<file path="src/rtl/cpu_oci_trace_pkg.sv">
`default_nettype none
// ============================================================================
// Module : cpu_oci_trace_pkg
// Brief  : Shared definitions for the OCI trace packer: default build
//          constants and the capture state encoding.
// Rev    : 1.0  initial release
// ============================================================================
package cpu_oci_trace_pkg;

  localparam int DEF_FRAME_W    = 2;
  localparam int DEF_SLOTS      = 15;
  localparam int DEF_CNT_W      = 4;
  localparam int DEF_FIFO_DEPTH = 4;

  // Capture lifecycle: pack frames, flush the partial word, wait for the
  // FIFO to drain, then report completion until reset.
  typedef enum logic [1:0] {
    ST_RUN   = 2'd0,
    ST_FLUSH = 2'd1,
    ST_DRAIN = 2'd2,
    ST_ENDED = 2'd3
  } trace_state_e;

endpackage
`default_nettype wire

</file>
<file path="src/rtl/cpu_oci_trace_fifo.sv">
`default_nettype none
// ============================================================================
// Module : cpu_oci_trace_fifo
// Brief  : Packed-word FIFO with a registered head output. A push into a
//          full FIFO is accepted only when a pop happens in the same cycle.
// Ports  : clk, reset        - clock, synchronous active-high reset
//          push_i/push_data_i - write request and word
//          pop_i             - consume head (ignored when empty)
//          full_o            - DEPTH words stored
//          valid_o, head_o   - head word present / head word (0 when empty)
// Rev    : 1.0  initial release
// ============================================================================
module cpu_oci_trace_fifo #(
  parameter int WIDTH = 8,
  parameter int DEPTH = 4
) (
  input  logic             clk,
  input  logic             reset,
  input  logic             push_i,
  input  logic [WIDTH-1:0] push_data_i,
  input  logic             pop_i,
  output logic             full_o,
  output logic             valid_o,
  output logic [WIDTH-1:0] head_o
);

  localparam int          AW       = (DEPTH > 1) ? $clog2(DEPTH) : 1;
  localparam logic [AW:0] FULL_CNT = (AW+1)'(DEPTH);

  logic [WIDTH-1:0] mem_q [DEPTH];
  logic [AW-1:0]    wr_ptr_q, rd_ptr_q, rd_ptr_d;
  logic [AW:0]      cnt_q, cnt_d;
  logic [WIDTH-1:0] head_q, head_d;
  logic             do_push, do_pop;

  always_comb begin
    do_pop   = pop_i && (cnt_q != '0);
    do_push  = push_i && ((cnt_q != FULL_CNT) || do_pop);
    rd_ptr_d = rd_ptr_q + AW'(do_pop);
    cnt_d    = cnt_q + (AW+1)'(do_push) - (AW+1)'(do_pop);
    head_d   = '0;
    // The slot being written becomes the head only when the FIFO is (or is
    // about to become) empty; memory is not yet updated, so bypass it.
    if (cnt_d != '0) begin
      head_d = (do_push && (wr_ptr_q == rd_ptr_d)) ? push_data_i : mem_q[rd_ptr_d];
    end
  end

  always_ff @(posedge clk) begin
    if (reset) begin
      wr_ptr_q <= '0;
      rd_ptr_q <= '0;
      cnt_q    <= '0;
      head_q   <= '0;
    end else begin
      wr_ptr_q <= wr_ptr_q + AW'(do_push);
      rd_ptr_q <= rd_ptr_d;
      cnt_q    <= cnt_d;
      head_q   <= head_d;
    end
  end

  always_ff @(posedge clk) begin
    if (do_push) begin
      mem_q[wr_ptr_q] <= push_data_i;
    end
  end

  assign full_o  = (cnt_q == FULL_CNT);
  assign valid_o = (cnt_q != '0);
  assign head_o  = head_q;

endmodule
`default_nettype wire

</file>
<file path="src/rtl/cpu_oci_trace_packer.sv">
`default_nettype none
// ============================================================================
// Module : cpu_oci_trace_packer
// Brief  : Packs FRAME_W-bit trace frames into SLOTS-frame words (slot 0 in
//          the LSBs) and queues them in a small FIFO. test_ending flushes the
//          partial word, waits for the FIFO to drain, then raises
//          test_has_ended until reset.
// Ports  : clk, reset                - clock, synchronous active-high reset
//          frame_valid, frame_data   - incoming trace frame
//          test_ending               - one-cycle flush/finish request
//          dct_buffer, dct_count     - live partial word and its frame count
//          out_valid/out_ready       - FIFO head handshake
//          out_buffer, out_count     - FIFO head word and its frame count
//          overflow                  - sticky, a packed word was dropped
//          test_has_ended            - capture finished and FIFO drained
// Rev    : 1.0  initial release
// ============================================================================
module cpu_oci_trace_packer
  import cpu_oci_trace_pkg::*;
#(
  parameter int FRAME_W    = DEF_FRAME_W,
  parameter int SLOTS      = DEF_SLOTS,
  parameter int CNT_W      = DEF_CNT_W,
  parameter int FIFO_DEPTH = DEF_FIFO_DEPTH
) (
  input  logic                     clk,
  input  logic                     reset,
  input  logic                     frame_valid,
  input  logic [FRAME_W-1:0]       frame_data,
  input  logic                     test_ending,
  output logic [FRAME_W*SLOTS-1:0] dct_buffer,
  output logic [CNT_W-1:0]         dct_count,
  output logic                     out_valid,
  input  logic                     out_ready,
  output logic [FRAME_W*SLOTS-1:0] out_buffer,
  output logic [CNT_W-1:0]         out_count,
  output logic                     overflow,
  output logic                     test_has_ended
);

  localparam int               WORD_W    = FRAME_W * SLOTS;
  localparam int               ENT_W     = WORD_W + CNT_W;
  localparam logic [CNT_W-1:0] LAST_SLOT = CNT_W'(SLOTS - 1);
  localparam logic [CNT_W-1:0] FULL_CNT  = CNT_W'(SLOTS);

  trace_state_e      state_q;
  logic [WORD_W-1:0] buf_q, buf_d, buf_acc;
  logic [CNT_W-1:0]  cnt_q, cnt_d;
  logic              overflow_q, ended_q;
  logic              accept, complete, push, pop;
  logic [ENT_W-1:0]  push_ent, head_ent;
  logic              fifo_full, fifo_valid;

  always_comb begin
    buf_acc = buf_q;
    for (int s = 0; s < SLOTS; s++) begin
      if (cnt_q == CNT_W'(s)) begin
        buf_acc[s*FRAME_W +: FRAME_W] = frame_data;
      end
    end
    accept   = (state_q == ST_RUN) && frame_valid;
    complete = accept && (cnt_q == LAST_SLOT);
    buf_d    = buf_q;
    cnt_d    = cnt_q;
    push     = 1'b0;
    push_ent = '0;
    case (state_q)
      ST_RUN: begin
        if (complete) begin
          push     = 1'b1;
          push_ent = {FULL_CNT, buf_acc};
          buf_d    = '0;
          cnt_d    = '0;
        end else if (accept) begin
          buf_d = buf_acc;
          cnt_d = cnt_q + CNT_W'(1);
        end
      end
      ST_FLUSH: begin
        // Unused slots are already zero since the buffer clears on every push.
        if (cnt_q != '0) begin
          push     = 1'b1;
          push_ent = {cnt_q, buf_q};
        end
        buf_d = '0;
        cnt_d = '0;
      end
      default: ;
    endcase
  end

  assign pop = fifo_valid && out_ready;

  always_ff @(posedge clk) begin
    if (reset) begin
      state_q    <= ST_RUN;
      buf_q      <= '0;
      cnt_q      <= '0;
      overflow_q <= 1'b0;
      ended_q    <= 1'b0;
    end else begin
      buf_q <= buf_d;
      cnt_q <= cnt_d;
      if (push && fifo_full && !pop) begin
        overflow_q <= 1'b1;
      end
      case (state_q)
        ST_RUN:   if (test_ending) state_q <= ST_FLUSH;
        ST_FLUSH: state_q <= ST_DRAIN;
        ST_DRAIN: begin
          if (!fifo_valid) begin
            state_q <= ST_ENDED;
            ended_q <= 1'b1;
          end
        end
        default:  state_q <= ST_ENDED;
      endcase
    end
  end

  cpu_oci_trace_fifo #(
    .WIDTH (ENT_W),
    .DEPTH (FIFO_DEPTH)
  ) u_fifo (
    .clk         (clk),
    .reset       (reset),
    .push_i      (push),
    .push_data_i (push_ent),
    .pop_i       (pop),
    .full_o      (fifo_full),
    .valid_o     (fifo_valid),
    .head_o      (head_ent)
  );

  assign dct_buffer     = buf_q;
  assign dct_count      = cnt_q;
  assign out_valid      = fifo_valid;
  assign out_buffer     = head_ent[WORD_W-1:0];
  assign out_count      = head_ent[ENT_W-1 -: CNT_W];
  assign overflow       = overflow_q;
  assign test_has_ended = ended_q;

endmodule
`default_nettype wire

</file>
<file path="config.mk">
export PLATFORM = sky130hd
export DESIGN_NAME = cpu_oci_trace_packer
export DESIGN_NICKNAME = d
export VERILOG_FILES = /design/src/rtl/cpu_oci_trace_pkg.sv /design/src/rtl/cpu_oci_trace_fifo.sv /design/src/rtl/cpu_oci_trace_packer.sv
export SDC_FILE = /design/constraint.sdc
export NUM_CORES = 1
export LEC_CHECK = 0
export BUFFER_PORTS_ARGS = -buffer_cell sky130_fd_sc_hd__buf_2
export CORE_ASPECT_RATIO = 0.7
export CORE_MARGIN = 10
export CORE_UTILIZATION = 55
export CTS_BUF_LIST = sky130_fd_sc_hd__clkbuf_4
export DETAILED_ROUTE_END_ITERATION = 6
export GPL_TIMING_DRIVEN = 0
export PLACE_DENSITY = 0.74
export SLEW_MARGIN = 40
export SYNTH_ARGS = -nofsm -noshare
export SYNTH_HDL_FRONTEND = slang
export SYNTH_SLANG_ARGS = --single-unit
</file>
<file path="constraint.sdc">
create_clock -name clk -period 5.7 [get_ports clk]
set_input_delay 1.14 -clock clk [delete_from_list [all_inputs] [get_ports clk]]
set_output_delay 1.14 -clock clk [all_outputs]
set_load 0.01 [all_outputs]
</file>
# == Word level (Yosys, flattened, before mapping) ==
# Memories as Yosys holds them, arrays and structs flattened. A register that Yosys moved wholly into a read port is not among the register bits.
# Index checks and enable logic that the tools add are counted.
# totals
n_memories,1
regBits,45
mem_bits_rw,136
word_cells,88
# mem_list
name,depth,word_bits,read_ports,rd_clocked_by_memory_dff,write_ports,line,rtl
u_fifo.mem_q,4,34,1,1,1,cpu_oci_trace_fifo.sv:30,logic [WIDTH-1:0] mem_q [DEPTH];
# op_classes
reduce_logical,19
bitwise_logic,2
mux,32
add_sub_neg,5
n_eq_ne,21
# op_table
op,count
two-way mux 34 bit,2
one-hot mux 34 bit (2 select lines),1
two-way mux 30 bit,2
one-hot mux 30 bit (2 select lines),1
two-way mux 2 bit,17
equality test 4 bit (second input constant),7
equality test 4 x 3 -> 1 bit (second input constant),4
equality test 4 x 2 -> 1 bit (second input constant),2
two-way mux 4 bit,2
one-hot mux 4 bit (2 select lines),1
logical AND 1 bit,7
!= test 3 bit (second input constant),2
one-hot mux 2 bit (3 select lines),1
AND reduction 2 bit,3
nonzero test 3 bit,2
adder 2 x 1 -> 2 bit,2
adder 4 x 1 -> 4 bit (second input constant),1
equality test 4 x 1 -> 1 bit (second input constant),1
logical NOT 4 bit,1
two-way mux 1 bit,4
!= test 2 bit (second input constant),2
nonzero test 4 bit,1
adder 3 x 1 -> 3 bit,1
equality test 3 bit (second input constant),1
10 further kinds,11

# == Depth between registers and ports, before layout ==
# Gate-level depths: netlist of run 1.
# logic_depth
ltp_word,11
ltp_mapped,14

# == Cells and area by module ==
# From an unflattened synthesis of run 1, not the netlist that was laid out.
# hier_totals
cells_unflattened,568
area_unflattened_um2,8578.2
# by_module_without_submodules
mod,area_each_um2,instances,cells_per_inst
cpu_oci_trace_fifo,6533.8,1,328
cpu_oci_trace_packer,2044.5,1,240

# == Worst setup path before layout of run 1 ==
# Ideal clock, no wire load.
# synth_timing
kind,input port to flip-flop
from,in frame_valid
to,"mem u_fifo.mem_q[2][0] in the netlist's numbering, enable pin"
setup_slack_ns,0.893
arrival_ns,4.332
stages,5
t_required_ns,5.225
cell_sequence,buf_2 -> nand2_1 -> o22ai_4 -> nand2_1 -> nor3b_1
# synth_between
elab_chain_cells,7
# synth_lines
item,line,rtl
"start, declared",cpu_oci_trace_packer.sv:28,"input logic frame_valid,"
logical AND 1 bit,cpu_oci_trace_packer.sv:61,accept = (state_q == ST_RUN) && frame_valid;
logical AND 1 bit,cpu_oci_trace_packer.sv:62,complete = accept && (cnt_q == LAST_SLOT);
two-way mux 1 bit,cpu_oci_trace_packer.sv:69,if (complete) begin
one-hot mux 1 bit (2 select lines),cpu_oci_trace_packer.sv:67,case (state_q)
logical AND 1 bit,cpu_oci_trace_fifo.sv:38,do_push = push_i && ((cnt_q != FULL_CNT) || do_pop);
two-way mux 1 bit,cpu_oci_trace_fifo.sv:64,if (do_push) begin
two-way mux 1 bit (implied by the code),cpu_oci_trace_fifo.sv:65,mem_q[wr_ptr_q] <= push_data_i;
"end, declared",cpu_oci_trace_fifo.sv:30,
# No other way between the ends.

# == Worst setup path after layout of run 1 ==
# layout_timing
from,reg cnt_q[0] (netlist: dct_count[0])
to,reg u_fifo.head_q[30] (netlist: u_fifo.head_o[30]) (read register of u_fifo.mem_q)
# layout_between
elab_chain_cells,10
elab_cells_between_ends,12
cone_classes,add/sub (2); eq/ne (1); mux (3); bitwise (1); reduce/logical (5)
# layout_lines
item,line,rtl
"start, declared",cpu_oci_trace_packer.sv:48,"logic [CNT_W-1:0] cnt_q, cnt_d;"
"start signal, assigned",cpu_oci_trace_packer.sv:103,cnt_q <= cnt_d;
equality test 4 bit,cpu_oci_trace_packer.sv:62,
logical AND 1 bit,cpu_oci_trace_packer.sv:62,
two-way mux 1 bit,cpu_oci_trace_packer.sv:69,
one-hot mux 1 bit (2 select lines) *,cpu_oci_trace_packer.sv:67,
logical AND 1 bit *,cpu_oci_trace_fifo.sv:38,
adder 3 x 1 -> 3 bit *,cpu_oci_trace_fifo.sv:40,cnt_d = cnt_q + (AW+1)'(do_push) - (AW+1)'(do_pop);
subtractor 3 x 1 -> 3 bit *,cpu_oci_trace_fifo.sv:40,
nonzero test 3 bit *,cpu_oci_trace_fifo.sv:44,if (cnt_d != '0) begin
NOT 1 bit (no line) *,-,
OR reduction 2 bit (no line) *,-,
"end, declared",cpu_oci_trace_fifo.sv:33,"logic [WIDTH-1:0] head_q, head_d;"
# Mark *: on every way between the ends. The rest lies on a longest branch, timed or not.
# A chain may end at the register's enable or synchronous reset.

==> results.py, run 1 <==
metrics = {
    "run_status": {
        "outcome": "completed",
    },
    "sta": {
        "worst_hold_slack_ps": 476,
        "rsz0062_at_grt": "no",
        "fmax_ghz": 0.223,
        "setup_viol": 0,
        "period_share_pct": 78.7,
        "relSlewSlack_pct": 52.2,
        "period_needed_ps": 4490,
        "tightest_slew_ps": 716,
        "finClkSkew_ps": 38.2,
        "hold_violations": 0,
        "finalMaxSlewViolations": 0,
    },
    "critical_path": {
        "path_delay_family": "compound AO/OA/AOI/OAI gates",
        "crit_chain": "inv_1 > ha_1 > nor3b_4 > o22ai_4 > nand2_1 > inv_1 > ha_1 > fa_1 > xor3_1 > a21oi_1 > clkbuf_1 > o21ai_0 > mux2i_1",
        "worst_ep_arrival_time_ps": 5030,
        "r2r_cells": 13,
        "cp_num_cells": 13,
        "cp-start-kind": "register",
        "end_kind": "register",
        "cpMaxStageDelayCell": "clkbuf_1",
        "cp.buffers_inverters": 3,
        "cp_max_fo": 10,
        "crit_type": "reg2reg",
        "worst_ep_required_time_ps": 6240,
        "slowest_delay_ps": 600,
    },
    "clock_tree": {
        "cts_tree": "yes",
        "htreeDepth": 2,
        "cts_hold_repair.buffers": 0,
        "clock_latency_ps": 630,
        "post_cts_resized": 0,
        "cts_made_buffers": 50,
        "ctsRootBufferMaster": "clkbuf_4",
        "cts_sinks": 215,
        "clkSlewWorstSetupHoldPaths_ps": 70,
        "cts_max_path_buffers": 3,
        "postCtsSetupRepairBufs": 0,
    },
    "synth": {
        "synthFlopType": "edfxtp_1",
        "yosysSeqAreaShare_pct": 64.3,
        "syn_nets": 638,
        "yosysMostFrequentCell": "edfxtp_1",
        "ys_types": 48,
        "synthTopCellsByCount": "136 x edfxtp_1, 79 x dfxtp_1, 45 x nand2_1, 44 x nor2_1",
        "yosysTopAreaCell": "edfxtp_1",
        "yosys-top-cells-area": "edfxtp_1 46%, dfxtp_1 18%, mux4_2 8.7%, mux2i_1 3.9%, a22oi_1 2.0%",
        "synth-async-reset-ratio_pct": 0,
        "synth-seq-cells": 215,
        "synth_enable_flop_cells": 136,
        "synth_area_per_cell_um2": 14.2,
        "yosysTopAreaCellShare_pct": 46.3,
        "syn_area_um2": 8810,
        "postSynthCellCount": 622,
        "ys_warn_count": 0,
    },
    "floorplanning": {
        "fp.coreArea_um2": 15600,
        "die_h_um": 126,
        "start_util_pct": 56.5,
        "die_area_um2": 21600,
        "io_pins": 78,
        "rows": 38,
        "die_x_um": 171,
    },
    "global_routing": {
        "grt_max_degree": 19,
        "overflow": 0,
        "grt_first_pass_wirelength_um": 33500,
        "antenna_found_initial": 0,
        "grt_pass1_vias": 5993,
        "grtUsageTotal_pct": 19.9,
    },
    "placed_design": {
        "hpwl_um": 15100,
        "port_buffers": 75,
        "dp.cells": 916,
        "place_congestion": 0.899,
    },
    "pwr": {
        "peakVddDrop_mv": 0.232,
        "p_total_w": 0.00404,
        "leakage_nw": 3.95,
        "power.density_nw_per_um2": 395,
    },
    "cells_and_area": {
        "finalNonFillerCells": 1010,
        "drive_gt1_share_pct": 30.4,
        "area_delta_synth_final_pct": 16.1,
        "finalNetCount": 784,
    },
    "drt": {
        "ant_nets": 0,
        "drt_pass1_iterations": 5,
        "drc_errors": 0,
        "drt_wl_total_um": 21600,
        "drtIter0Drc": 578,
        "vias_per_cell": 5.93,
        "num_vias": 5988,
        "wl_per_cell_um": 21.4,
    },
    "min_path": {
        "hp-class": "reg2reg",
        "hold_depth": 2,
    },
    "run": {
        "maxCapViolCount": 0,
    },
}
## area by class of cell
| class | instances | area (um2) |
|---|---|---|
| fill | 1139 | 5370 |
| multi-input combinational | 351 | 2900 |
| clock buffer | 73 | 548 |
| timing repair buffer | 94 | 515 |
| sequential | 215 | 5670 |
| tap | 200 | 250 |
| clock inverter | 20 | 78.8 |
| inverter | 10 | 37.5 |
| buffer | 46 | 230 |
| antenna | 1 | 2.50 |
## tightest hold or removal path: cells and delay by family (launching register included)
family / cells / cell delay [ps]
AND/OR/NAND/NOR: 1 / 70
flip-flops: 1 / 330
AO/OA/AOI/OAI: 1 / 40
## logic make-up (layout without fill, tap and decap cells)
family	after synthesis	in the layout	synth area share, %
other	0	1	0
flip-flops	215	215	64.3
adder cells (fa/ha/maj)	9	9	1.36
multiplexers	68	68	12.5
buffers and inverters	56	243	3.04
AO/OA/AOI/OAI	67	67	5.71
XOR/XNOR	5	5	0.752
AND/OR/NAND/NOR	202	202	12.3
## metrics by stage
step	setup TNS (ps)	area, um2	utilization, %	setup slack [ps]
after global routing	0	10200	65.6	956
after global placement	-136380	9440	60.5	-1470
after floorplan	0	8810	-	893
final	0	10200	65.6	1210
after CTS	0	10200	65.6	1280
after detailed placement	0	9600	61.6	783
## sequential cells by signal (all words and copies together) (netlist names)
name / count
dct_buffer: 30
dct_count: 4
overflow: 1
state_q: 2
test_has_ended: 1
u_fifo.cnt_q: 3
u_fifo.head_o: 34
u_fifo.mem_q: 136
u_fifo.rd_ptr_q: 2
u_fifo.wr_ptr_q: 2
## power breakdown
group | switching, W | leakage, nW | internal (W)
Sequential | 0.0000394 | 2.06 | 0.00175
Clock | 0.000590 | 0.368 | 0.000590
Combinational | 0.000607 | 1.52 | 0.000464
## layout by cell type (no fill, tap or decap), types with 3 or more instances in the layout
master,synthesis,final
nor4b_1,4,4
nor2b_1,7,7
nand2_1,45,45
inv_1,10,10
a32oi_1,4,4
o31ai_1,14,14
buf_2,16,100
buf_4,2,11
clkinv_1,0,18
clkbuf_4,0,73
clkbuf_1,24,24
a22oi_1,24,24
and3_1,5,4
o32ai_1,4,4
a21oi_1,6,6
and2_1,27,27
dfxtp_1,79,79
or2_2,6,6
buf_6,4,4
edfxtp_1,136,136
nand4_1,4,4
nor3_1,4,3
nand3_1,29,29
nor2_1,44,44
and3b_1,8,8
nor3b_1,7,5
ha_1,8,8
o21ai_0,7,7
mux4_2,34,34
nor3b_2,2,4
xnor2_1,3,3
mux2i_1,34,34
## layer usage
metal | share of wire [%] | global-route usage (%) | vias up | routed length, um
li1 | - | - | 2677 | -
met1 | 43 | 27.4 | 2984 | 9290
met2 | 46 | 30.3 | 291 | 9990
met3 | 9.2 | 5.46 | 36 | 1980
met4 | 1.4 | 5.51 | 0 | 308
met5 | 0 | 0 | - | 0
## final timing paths
path | startpoint | to | slack (ps)
worst min register to register | test_has_ended | test_has_ended | 480
worst min-delay path | test_has_ended | test_has_ended | 480
worst max-delay path | dct_count[0] | u_fifo.head_o[30] | 1210
worst max register to register | dct_count[0] | u_fifo.head_o[30] | 1210
Note: power is estimated with default switching activity, not from simulation.
==> run 2: changes to the inputs <==
==> constraint.sdc (replaced) <==
create_clock -name clk -period 4.5 [get_ports clk]
set_input_delay 0.9 -clock clk [delete_from_list [all_inputs] [get_ports clk]]
set_output_delay 0.9 -clock clk [all_outputs]
set_load 0.01 [all_outputs]
==> results.py, run 2 (synthesis gave the netlist of run 1 again) <==
metrics = {
    "sta": {
        "finalMaxSlewViolations": 0,
        "setup_viol": 0,
        "hold_violations": 0,
        "finClkSkew_ps": 38.5,
        "fmax_ghz": 0.235,
        "relSlewSlack_pct": 51.6,
        "fin_ws_ps": 251,
        "rsz0062_at_grt": "no",
        "period_share_pct": 94.4,
        "tightest_slew_ps": 724,
        "worst_hold_slack_ps": 476,
        "period_needed_ps": 4250,
    },
    "critical_path": {
        "cp-start-kind": "register",
        "crit_type": "reg2reg",
        "worst_ep_arrival_time_ps": 4770,
        "slowest_delay_ps": 530,
        "end_kind": "register",
        "worst_ep_required_time_ps": 5020,
        "crit_chain": "inv_1 > ha_1 > nor3b_4 > o22ai_4 > nand2_1 > inv_1 > ha_1 > fa_1 > xor3_1 > a21oi_2 > clkbuf_1 > o21ai_0 > mux2i_1",
        "cp.buffers_inverters": 3,
        "cp_max_fo": 10,
        "path_delay_family": "adder cells",
        "cpMaxStageDelayCell": "clkbuf_1",
    },
    "global_routing": {
        "grtUsageTotal_pct": 19.9,
        "grt_pass1_vias": 5993,
        "antenna_found_initial": 0,
        "grt_first_pass_wirelength_um": 33500,
        "grt_max_degree": 19,
        "overflow": 0,
    },
    "cells_and_area": {
        "utilization_pct": 65.6,
        "layout_commonest_cell": "edfxtp_1",
        "largest_reg_flops": 136,
        "finalNetCount": 784,
        "multiInputGateArea_um2": 2910,
        "fillers": 1140,
        "seq_area_um2": 5670,
        "area_delta_synth_final_pct": 16.1,
        "fin_area_um2": 10200,
        "layout_common_cells": "136 x edfxtp_1, 100 x buf_2, 79 x dfxtp_1",
        "drive_gt1_share_pct": 30.7,
        "regMostFlops": "u_fifo.mem_q",
    },
    "placed_design": {
        "hpwl_um": 15100,
        "port_buffers": 75,
        "place_congestion": 0.899,
        "placed_area_um2": 9600,
        "place_ws_ps": -177,
    },
    "clock_tree": {
        "cts_max_path_buffers": 3,
        "clock_latency_ps": 630,
        "ctsRootBufferMaster": "clkbuf_4",
        "cts_hold_repair.buffers": 0,
        "clkSlewWorstSetupHoldPaths_ps": 70,
        "postCtsSetupRepairBufs": 0,
        "htreeDepth": 2,
        "cts_sinks": 215,
        "post_cts_resized": 0,
        "cts_tree": "yes",
        "cts_made_buffers": 50,
    },
    "run": {
        "maxCapViolCount": 0,
    },
    "floorplanning": {
        "io_pins": 78,
        "start_util_pct": 56.5,
        "die_x_um": 171,
        "die_h_um": 126,
        "die_area_um2": 21600,
        "rows": 38,
        "fp.coreArea_um2": 15600,
    },
    "drt": {
        "drtIter0Drc": 581,
        "drt_wl_total_um": 21600,
        "drt_pass1_iterations": 5,
        "drc_errors": 0,
        "vias_per_cell": 5.97,
        "ant_nets": 0,
        "wl_per_cell_um": 21.4,
        "num_vias": 6027,
    },
    "pwr": {
        "peakVddDrop_mv": 0.294,
        "power.density_nw_per_um2": 501,
        "leakage_nw": 3.95,
    },
    "min_path": {
        "hp-class": "reg2reg",
    },
    "run_status": {
        "outcome": "completed",
    },
}
==> run 2: cell counts in the layout (fill, tap and decap cells not counted) <==
No cell type changed its count.
==> run 2: metal layers <==
layer / GRT usage (%) / up-vias / part of all wire (%)
li1: - / 2681 / -
met3: 5.46 / 36 / 9.5
met4: 5.51 / 0 / 1.5
met1: 27.4 / 3000 / 43
met2: 30.3 / 310 / 46
met5: 0 / - / 0
==> run 2: layout make-up <==
type	count	share of cell area, %
antenna	1	0.0244
buffer	46	2.26
clock buffer	73	5.35
clock inverter	20	0.770
inverter	10	0.367
multi-input combinational	351	28.4
sequential	215	55.4
tap	200	2.44
timing repair buffer	94	5.04
==> run 2: tightest hold or removal path, cell delays in order, from the launching register on <==
cell and delay [ps]:
dfxtp_1 330, a31oi_1 40, nor2_1 70
==> run 2: stage by stage <==
step	power, W	setup TNS, ps	cells
after floorplan	0.00326	-4010	622
final	0.00512	0	1010
after detailed placement	0.00367	-434	916
after CTS	0.00517	0	1009
after global routing	0.00539	0	1009
after global placement	0.00365	-234340	897
==> run 2: power by group <==
part | internal, W | switching (W) | total (W)
Sequential | 0.00222 | 0.0000500 | 0.00227
Clock | 0.000748 | 0.000747 | 0.00149
Combinational | 0.000591 | 0.000773 | 0.00136
Total | 0.00355 | 0.00157 | 0.00512
==> run 2: worst paths after layout <==
kind	start	end	slack (ps)	cells past startpoint
worst max-delay path	dct_count[0]	u_fifo.head_o[27]	250	13
worst min-delay path	test_has_ended	test_has_ended	480	2
worst min register to register	test_has_ended	test_has_ended	480	2
worst max register to register	dct_count[0]	u_fifo.head_o[27]	250	13
